File: src/rtl/morse_key_debouncer_pkg.sv
// ---------------------------------------------------------------------------
// morse_key_pkg : shared constants, key indices and per-key state encoding
// Rev 1.0
// ---------------------------------------------------------------------------
`default_nettype none

package morse_key_pkg;

  localparam int NUM_KEYS_DEF   = 12;
  localparam int TICK_DIV_DEF   = 50_000;
  localparam int DEB_TICKS_DEF  = 20;
  localparam int LONG_TICKS_DEF = 800;

  localparam int KEY_1  = 0;
  localparam int KEY_2  = 1;
  localparam int KEY_3  = 2;
  localparam int KEY_4  = 3;
  localparam int KEY_5  = 4;
  localparam int KEY_6  = 5;
  localparam int KEY_7  = 6;
  localparam int KEY_8  = 7;
  localparam int KEY_9  = 8;
  localparam int KEY_10 = 9;
  localparam int KEY_11 = 10;
  localparam int KEY_12 = 11;

  typedef enum logic [0:0] {
    KEY_RELEASED = 1'b0,
    KEY_PRESSED  = 1'b1
  } key_state_t;

  // One spare bit above $clog2 so a counter can hold its own maximum value.
  function automatic int cnt_width(input int max_val);
    return $clog2(max_val) + 1;
  endfunction

endpackage

`default_nettype wire

File: src/rtl/morse_key_debouncer_if.sv
// ---------------------------------------------------------------------------
// morse_key_debouncer_if : raw key inputs and conditioned key outputs
// Rev 1.0
// ---------------------------------------------------------------------------
`default_nettype none

interface morse_key_debouncer_if
  import morse_key_pkg::*;
#(
  parameter int NUM_KEYS = NUM_KEYS_DEF
);

  logic [NUM_KEYS-1:0] btn_raw;
  logic [NUM_KEYS-1:0] btn_level;
  logic [NUM_KEYS-1:0] btn_press;
  logic [NUM_KEYS-1:0] btn_release;
  logic [NUM_KEYS-1:0] btn_long;
  logic                any_pressed;
  logic                tick;

  modport master (
    output btn_raw,
    input  btn_level, btn_press, btn_release, btn_long, any_pressed, tick
  );

  modport slave (
    input  btn_raw,
    output btn_level, btn_press, btn_release, btn_long, any_pressed, tick
  );

endinterface

`default_nettype wire

File: src/rtl/morse_key_debouncer_cell.sv
// ---------------------------------------------------------------------------
// morse_key_debounce_cell : one key - synchroniser, debounce FSM, hold timer
// Rev 1.0
// ---------------------------------------------------------------------------
`default_nettype none

module morse_key_debounce_cell
  import morse_key_pkg::*;
#(
  parameter int DEB_TICKS  = DEB_TICKS_DEF,
  parameter int LONG_TICKS = LONG_TICKS_DEF,
  parameter int ACTIVE_LOW = 0
) (
  input  logic clk,
  input  logic rst,
  input  logic tick,
  input  logic raw,
  output logic level,
  output logic press_pulse,
  output logic release_pulse,
  output logic long_pulse
);

  localparam int                 DB_W      = cnt_width(DEB_TICKS);
  localparam int                 HOLD_W    = cnt_width(LONG_TICKS);
  localparam logic [DB_W-1:0]    DB_LAST   = DB_W'(DEB_TICKS - 1);
  localparam logic [HOLD_W-1:0]  HOLD_MAX  = HOLD_W'(LONG_TICKS);
  localparam logic [HOLD_W-1:0]  HOLD_LAST = HOLD_W'(LONG_TICKS - 1);

  logic [1:0]        sync;
  key_state_t        state;
  logic [DB_W-1:0]   db;
  logic [HOLD_W-1:0] hold;
  logic              sampled;
  logic              mismatch;
  logic              accept;
  logic              releasing;

  always_comb begin
    sampled   = (ACTIVE_LOW != 0) ? ~sync[1] : sync[1];
    mismatch  = sampled != (state == KEY_PRESSED);
    accept    = mismatch && tick && (db == DB_LAST);
    releasing = accept && (state == KEY_PRESSED);
  end

  always_ff @(posedge clk or posedge rst) begin
    if (rst) begin
      sync          <= '0;
      state         <= KEY_RELEASED;
      db            <= '0;
      hold          <= '0;
      level         <= 1'b0;
      press_pulse   <= 1'b0;
      release_pulse <= 1'b0;
      long_pulse    <= 1'b0;
    end else begin
      sync <= {sync[0], raw};

      // Outputs trail the accepted state by one cycle so level and pulse align.
      level         <= (state == KEY_PRESSED);
      press_pulse   <= (state == KEY_PRESSED) && !level;
      release_pulse <= (state == KEY_RELEASED) && level;
      long_pulse    <= 1'b0;

      if (!mismatch) begin
        db <= '0;
      end else if (tick) begin
        if (accept) begin
          db    <= '0;
          state <= (state == KEY_PRESSED) ? KEY_RELEASED : KEY_PRESSED;
        end else begin
          db <= db + DB_W'(1);
        end
      end

      // A release accepted on the same tick wins over the long-press pulse.
      if (state == KEY_RELEASED || releasing) begin
        hold <= '0;
      end else if (tick && hold != HOLD_MAX) begin
        hold       <= hold + HOLD_W'(1);
        long_pulse <= (hold == HOLD_LAST);
      end
    end
  end

endmodule

`default_nettype wire

File: src/rtl/morse_key_debouncer.sv
// ---------------------------------------------------------------------------
// morse_key_debouncer : shared tick prescaler plus one debounce cell per key
// Rev 1.0
// ---------------------------------------------------------------------------
`default_nettype none

module morse_key_debouncer
  import morse_key_pkg::*;
#(
  parameter int NUM_KEYS   = NUM_KEYS_DEF,
  parameter int TICK_DIV   = TICK_DIV_DEF,
  parameter int DEB_TICKS  = DEB_TICKS_DEF,
  parameter int LONG_TICKS = LONG_TICKS_DEF,
  parameter int ACTIVE_LOW = 0
) (
  input  logic                  clk,
  input  logic                  rst,
  morse_key_debouncer_if.slave  bus
);

  localparam int               CNT_W    = cnt_width(TICK_DIV);
  localparam logic [CNT_W-1:0] CNT_LAST = CNT_W'(TICK_DIV - 1);

  logic [CNT_W-1:0]    cnt_t;
  logic                tick_q;
  logic [NUM_KEYS-1:0] level_vec;
  logic [NUM_KEYS-1:0] press_vec;
  logic [NUM_KEYS-1:0] release_vec;
  logic [NUM_KEYS-1:0] long_vec;

  always_ff @(posedge clk or posedge rst) begin
    if (rst) begin
      cnt_t  <= '0;
      tick_q <= 1'b0;
    end else begin
      tick_q <= (cnt_t == CNT_LAST);
      cnt_t  <= (cnt_t == CNT_LAST) ? '0 : cnt_t + CNT_W'(1);
    end
  end

  for (genvar k = 0; k < NUM_KEYS; k++) begin : g_key
    morse_key_debounce_cell #(
      .DEB_TICKS  (DEB_TICKS),
      .LONG_TICKS (LONG_TICKS),
      .ACTIVE_LOW (ACTIVE_LOW)
    ) u_cell (
      .clk           (clk),
      .rst           (rst),
      .tick          (tick_q),
      .raw           (bus.btn_raw[k]),
      .level         (level_vec[k]),
      .press_pulse   (press_vec[k]),
      .release_pulse (release_vec[k]),
      .long_pulse    (long_vec[k])
    );
  end

  assign bus.btn_level   = level_vec;
  assign bus.btn_press   = press_vec;
  assign bus.btn_release = release_vec;
  assign bus.btn_long    = long_vec;
  assign bus.any_pressed = |level_vec;
  assign bus.tick        = tick_q;

endmodule

`default_nettype wire

File: src/flat_wrapper.sv
// flat-port wrapper written by rule: the top's interface ports become plain ports
module morse_key_debouncer_flat import morse_key_pkg::*;
#(
  parameter int NUM_KEYS   = NUM_KEYS_DEF,
  parameter int TICK_DIV   = TICK_DIV_DEF,
  parameter int DEB_TICKS  = DEB_TICKS_DEF,
  parameter int LONG_TICKS = LONG_TICKS_DEF,
  parameter int ACTIVE_LOW = 0
)
  (clk, rst, bus_btn_raw, bus_btn_level, bus_btn_press, bus_btn_release, bus_btn_long, bus_any_pressed, bus_tick);
  morse_key_debouncer_if #(.NUM_KEYS(NUM_KEYS)) bus_i ();
  input  logic clk;
  input  logic rst;
  input wire logic [$bits(bus_i.btn_raw)-1:0] bus_btn_raw;
  output wire logic [$bits(bus_i.btn_level)-1:0] bus_btn_level;
  output wire logic [$bits(bus_i.btn_press)-1:0] bus_btn_press;
  output wire logic [$bits(bus_i.btn_release)-1:0] bus_btn_release;
  output wire logic [$bits(bus_i.btn_long)-1:0] bus_btn_long;
  output wire logic [$bits(bus_i.any_pressed)-1:0] bus_any_pressed;
  output wire logic [$bits(bus_i.tick)-1:0] bus_tick;
  assign bus_i.btn_raw = bus_btn_raw;
  assign bus_btn_level = bus_i.btn_level;
  assign bus_btn_press = bus_i.btn_press;
  assign bus_btn_release = bus_i.btn_release;
  assign bus_btn_long = bus_i.btn_long;
  assign bus_any_pressed = bus_i.any_pressed;
  assign bus_tick = bus_i.tick;
  morse_key_debouncer #(.NUM_KEYS(NUM_KEYS), .TICK_DIV(TICK_DIV), .DEB_TICKS(DEB_TICKS), .LONG_TICKS(LONG_TICKS), .ACTIVE_LOW(ACTIVE_LOW)) u_core (.clk(clk), .rst(rst), .bus(bus_i));
endmodule
File: config.mk
export PLATFORM = sky130hd
export DESIGN_NAME = morse_key_debouncer_flat
export DESIGN_NICKNAME = d
export VERILOG_FILES = /design/src/rtl/morse_key_debouncer_pkg.sv /design/src/rtl/morse_key_debouncer_if.sv /design/src/rtl/morse_key_debouncer_cell.sv /design/src/rtl/morse_key_debouncer.sv /design/src/flat_wrapper.sv
export SDC_FILE = /design/constraint.sdc
export NUM_CORES = 1
export LEC_CHECK = 0
export BUFFER_PORTS_ARGS = -buffer_cell sky130_fd_sc_hd__buf_2
export CAP_MARGIN = 20
export CORE_MARGIN = 1
export CORE_UTILIZATION = 50
export CTS_BUF_LIST = sky130_fd_sc_hd__clkbuf_4 sky130_fd_sc_hd__clkbuf_8 sky130_fd_sc_hd__clkbuf_16
export DETAILED_ROUTE_END_ITERATION = 8
export PLACE_DENSITY = 0.69
export SLEW_MARGIN = 20
export SYNTH_ARGS = -nofsm -noshare
export SYNTH_HDL_FRONTEND = slang
export SYNTH_HIERARCHICAL = 1
export SYNTH_SLANG_ARGS = --single-unit
File: constraint.sdc
create_clock -name clk -period 2.14 [get_ports clk]
set_input_delay 0.428 -clock clk [delete_from_list [all_inputs] [get_ports clk]]
set_output_delay 0.428 -clock clk [all_outputs]
set_load 0.02 [all_outputs]
* Word-level counts from Yosys, hierarchy flattened
Cells that the tools add are included. Widths: inputs -> output; s select.
Storage, ports and cells: register bits 306, input bits 14, logic and storage cells 414
Operators by class: add/sub/neg operators 25, eq/ne operators 61, multiplexer cells 97, bitwise logic cells 12, reductions and logical operators 121
Operator list (number):
- $mux 11 | 24
- $mux 6 | 36
- $add 11x1->11 const B | 12
- $eq 11x10->1 const B | 12
- $ne 11x10->1 const B | 12
- $add 6x1->6 const B | 12
- $eq 6x5->1 const B | 12
- $logic_and 1x1->1 | 72
- $mux 1 | 36
- $reduce_and 3->1 | 12
- $ne 2x1->1 const B | 12
- $reduce_bool 2->1 | 12
- $add 17x1->17 const B | 1
- $eq 17x16->1 const B | 1
- $mux 17 | 1
- $logic_not 1->1 | 12
- $logic_or 1x1->1 | 12
- $ne 1x1->1 | 12
- $not 1->1 | 12
- $reduce_or 12->1 | 1

* Longest topological paths before layout
depth in word-level cells 6, gate-level depth with buffers 6

* Modules after synthesis
Netlist, hierarchy kept.
By module, submodules not included:
- morse_key_debounce_cell | times used 12, cells an instance 108, area an instance 1188.6 µm², seq. area each 600.6 µm²
- morse_key_debouncer | times used 1, cells an instance 79, area an instance 832.0 µm², seq. area each 450.4 µm²

* Worst setup path after synthesis
Ideal clock, no wire load.
path kind register to register, from register u_core.tick_q, in the netlist u_core/bus.tick, to register u_core.g_key[0].u_cell.hold[2], setup time 0.073 ns, arrival time 1.716 ns, setup slack 0.351 ns, stages on the path, launching flop included 6, buffers on the path 1, clock period less this slack 1.789 ns, cells stage by stage dfrtp_1 -> buf_6 -> inv_1 -> a41o_1 -> or3_1 -> a21oi_2
Between the ends: longest elaborated chain between the ends 5, elaborated cells between the ends (all ways) 7
Ends and longest elaborated chain:
- start: declaration | line morse_key_debouncer.sv:25 | logic tick_q;
- start signal: assignment | line morse_key_debouncer.sv:36 | tick_q <= (cnt_t == CNT_LAST);
- $logic_and 1x1->1 (2 in a row) | line morse_key_debouncer_cell.sv:42 | accept = mismatch && tick && (db == DB_LAST);
- $logic_and 1x1->1 | line morse_key_debouncer_cell.sv:43 | releasing = accept && (state == KEY_PRESSED);
- $logic_or 1x1->1 | line morse_key_debouncer_cell.sv:77 | if (state == KEY_RELEASED || releasing) begin
- $mux 11 or $reduce_bool 2->1 (tied branches)
- end signal: assignment | line morse_key_debouncer_cell.sv:80 | hold <= hold + HOLD_W'(1);
- end: declaration | line morse_key_debouncer_cell.sv:33 | logic [HOLD_W-1:0] hold;
Several ways; a longest one is shown, not always the timed one. A chain may end at the register's enable or synchronous reset.

* Final worst setup path
from register u_core.g_key[6].u_cell.level, to output port bus_any_pressed
Between the ends: longest elaborated chain between the ends 1
Ends and longest elaborated chain:
- start: declaration | line morse_key_debouncer_cell.sv:18 | output logic level,
- start signal: assignment | line morse_key_debouncer_cell.sv:60 | level <= (state == KEY_PRESSED);
- $reduce_or 12->1 | line morse_key_debouncer.sv:62 | assign bus.any_pressed = |level_vec;
- end: declaration | line flat_wrapper.sv:19 | output wire logic [$bits(bus_i.any_pressed)-1:0] bus_any_pressed;
Every way passes these cells.

==> run_results.csv <==
group,metric,value,unit
run_status,status,"finished, final reports clean",
synth,synth_edf_count,0,
synth,synth_nets,1426,
placed_design,place_congestion,0.826,
route,wl_per_cell,14.8,um
clocking,clock_latency,0.50,ns
setup_path,crit_type,"register to primary output",
layout,fin_nets,1499,
setup_path,max_stage_delay,0.44,ns
layout,antenna_cells,0,
synth,yosysSeqAreaShare,0.507,
setup_path,worstPathArrival,1.64,ns
synth,synth.area.top_cells,"dfrtp_1 (51%), xnor2_1 (5.5%), nor2_1 (4.2%)",
floorplanning,rows,63,
floorplanning,die_x,176,um
grt,met1_usage,0.254,
synth,synth_top_flop_cell,"dfrtp_1",
pwr,cellLeakagePower,7.18,nW
sta,max_freq,0.484,GHz
pwr,netSwitchingPower,0.00244,W
route,wirelength,27.6,mm
route,avgViaCountPerCell,5.52,
synth,syn_area,15100,um2
clocking,post_cts_buffers,0,
pwr,peakVddDrop,0.000632,V
synth,synth_top_area_cell,"dfrtp_1",
sta,hold_viol,0,
route,postRouteAntennaNets,0,
route,drc_errors,0,
sta,worstMarginPinSlew,0.558,ns
synth,synth_cells,1375,
floorplanning,start_util,0.509,
sta,maxSlewHeadroom,0.625,
setup_path,cp_max_fo,4,
grt,met2_usage,0.304,
grt,use_met3,0.0301,
floorplanning,core_area,29600,um2
sta,finalSetupViolations,0,
sta,fin_crit,2.07,ns
floorplanning,ioPinCount,64,
layout,areaGrowthSynthToFinish,12.3,%
sta,fin_ws,0.0746,ns
sta,fin_crit_sh,0.965,
pwr,power_density,721,nW/um2
clocking,cts.sinks,306,
clocking,cts_max_path_buffers,3,
clocking,htreeDepth,2,
sta,hold-worst-slack,0.0307,ns
route,vias,10300,
setup_path,worst_path_max_delay_cell,"dfrtp_1",
pwr,switching_share,0.200,
synth,postSynthAreaPerCell,11.0,um2
grt,grt_use_total,0.185,
layout,final_cell_area,16900,um2
clocking,tritoncts,"done",
pwr,p_clk_frac,0.507,
grt,overflow,0,
sta,drv_slew,0,
synth,ys_warn_count,6,
grt,antenna_found_initial,0,
setup_path,reg2reg_slack,0.33,ns
setup_path,crit_chain,"nor4_1, nand3_2, buf_6",
placed_design,dp_hpwl,18.7,mm
clocking,cts_made_buffers,35,
clocking,cts_root_buffer,"clkbuf_16",
placed_design,pre_cts_ws,0.357,ns
setup_path,end_kind,"primary output",
sta,finClkSkew,0.0100,ns
floorplanning,die_h,176,um
placed_design,dpl_cell_area,15700,um2
pwr,combPwrFrac,0.016,
placed_design,port_buffers,63,
grt,grt_pass1_wl,48.0,mm
setup_path,path_buf_inv,1,
clocking,path_clk_slew,0.06,ns
pwr,p_seq_frac,0.477,
setup_path,start_kind,"register",
synth,synth_cell_type_count,32,
grt,grt_max_degree,43,
run,maxCapViolations,0,
route,drt-initial-drc-count,486,
grt,grt.busiest_layer,"met2",
layout,layout_commonest_cell,"dfrtp_1",
synth,netlist.area_leader.share,0.507,
layout,layout_common_cells,"dfrtp_1 (305), nor2_1 (169), xnor2_1 (94), nand3_1 (90), inv_1 (87)",
pwr,p_int,0.00978,W
route,firstDrtPassIters,5,
min_path,hold_class,"primary input to register",
synth,ys_async_sr_fraction,1.00,
grt,grt_pass1_vias,10100,
setup_path,crit_family,"simple AND/OR/NAND/NOR gates",
synth,ys_seq_elements,306,
layout,drive_above_1_share,0.166,
setup_path,critPathRequiredTime,1.71,ns
floorplanning,die-area,30900,um2
==> sequential cells by signal (all words and copies together), names as in the netlist <==
| name | count |
|---|---|
| u_core/g_key.u_cell/hold | 132 |
| u_core/g_key.u_cell/db | 72 |
| u_core/g_key.u_cell/sync | 24 |
| u_core/cnt_t | 17 |
| u_core/g_key.u_cell/level | 12 |
| u_core/g_key.u_cell/long_pulse | 12 |
| u_core/g_key.u_cell/press_pulse | 12 |
| u_core/g_key.u_cell/release_pulse | 12 |
| u_core/g_key.u_cell/state | 12 |
| u_core/bus.tick | 1 |
==> repair_timing <==
item	CTS	global route
pin swaps	1	0
setup endpoints to repair	1	1
hold buffers	1	0
gates resized for setup	1	4
hold endpoints to repair	1	0
==> per-stage QoR <==
stage                      util  std cells  total power [W]  TNS [ns]
after global placement    0.529       1800          0.00613         0
final                     0.572       1862           0.0122         0
after global routing      0.572       1862           0.0127  -0.00233
after floorplan               -       1375          0.00605         0
after CTS                 0.571       1862           0.0124         0
after detailed placement  0.529       1800          0.00613         0
==> worst register-to-register path, delay by kind of cell, from the launching register on <==
family        cells  cell delay (ns)
buf+inv           1             0.25
flops             1             0.59
simple gates      3             0.69
xor+xnor          1             0.16
==> layout make-up <==
class	count	area, um2
Inverter	87	327
Multi-Input combinational cell	934	6740
Fill cell	2505	12700
Tap cell	390	488
Clock buffer	54	1110
Clock inverter	7	114
Sequential cell	306	7660
Timing Repair Buffer	84	507
==> metal layers <==
layer | vias up | wire length (um) | part of all wire
met5 | - | 0 | 0
met4 | 0 | 525 | 0.019
met1 | 5042 | 13000 | 0.47
met3 | 39 | 994 | 0.036
met2 | 166 | 13100 | 0.47
li1 | 5036 | - | -
==> Yosys cell counts, types with 24 or more instances <==
cell     count
buf_6       24
nand2_1     28
o21ai_0     24
mux2_2      24
xor2_1      41
mux2i_1     48
and4_1      25
xnor2_1     94
dfrtp_1    306
ha_1        37
a21oi_1     48
nand3_1     91
nor2_1     169
nand4_1     77
buf_2       24
nor2b_1     25
nor4_1      31
inv_1       87
or3_1       24
==> logic make-up after synthesis <==
kind of cell,Yosys count,synth area share
DFF,306,0.507
buffers and inverters,135,0.0475
xor gates and xnor gates,135,0.0783
muxes,72,0.0497
AOI/OAI and AO/OA,144,0.0696
and+or+nand+nor,546,0.217
adders and majority gates,37,0.0307
==> power by group through the flow <==
| stage | Clock (W) | Sequential, W | Combinational [W] |
|---|---|---|---|
| floorplan | 0 | 0.00592 | 0.000126 |
| global placement | 0 | 0.00593 | 0.000204 |
| detailed placement | 0 | 0.00593 | 0.000205 |
| CTS | 0.00639 | 0.00583 | 0.000209 |
| global route | 0.00664 | 0.00582 | 0.000234 |
| finish | 0.00620 | 0.00583 | 0.000197 |
==> path summary, 6_finish.rpt <==
path	startpoint	cells after the start	end
setup reg to reg	u_core/bus.tick$_DFF_PP0_	5	u_core/g_key[8].u_cell/hold[7]$_DFFE_PP0P_
min in group asynchronous	rst	3	u_core/g_key[5].u_cell/release_pulse$_DFF_PP0_
setup / recovery	u_core/g_key[6].u_cell/level$_DFF_PP0_	3	bus_any_pressed
hold / removal	bus_btn_raw[0]	1	u_core/g_key[0].u_cell/sync[0]$_DFF_PP0_
max in group asynchronous	rst	4	u_core/g_key[11].u_cell/sync[1]$_DFF_PP0_
hold reg to reg	u_core/g_key[3].u_cell/sync[0]$_DFF_PP0_	0	u_core/g_key[3].u_cell/sync[1]$_DFF_PP0_
Power figures use the tool's default switching activity.
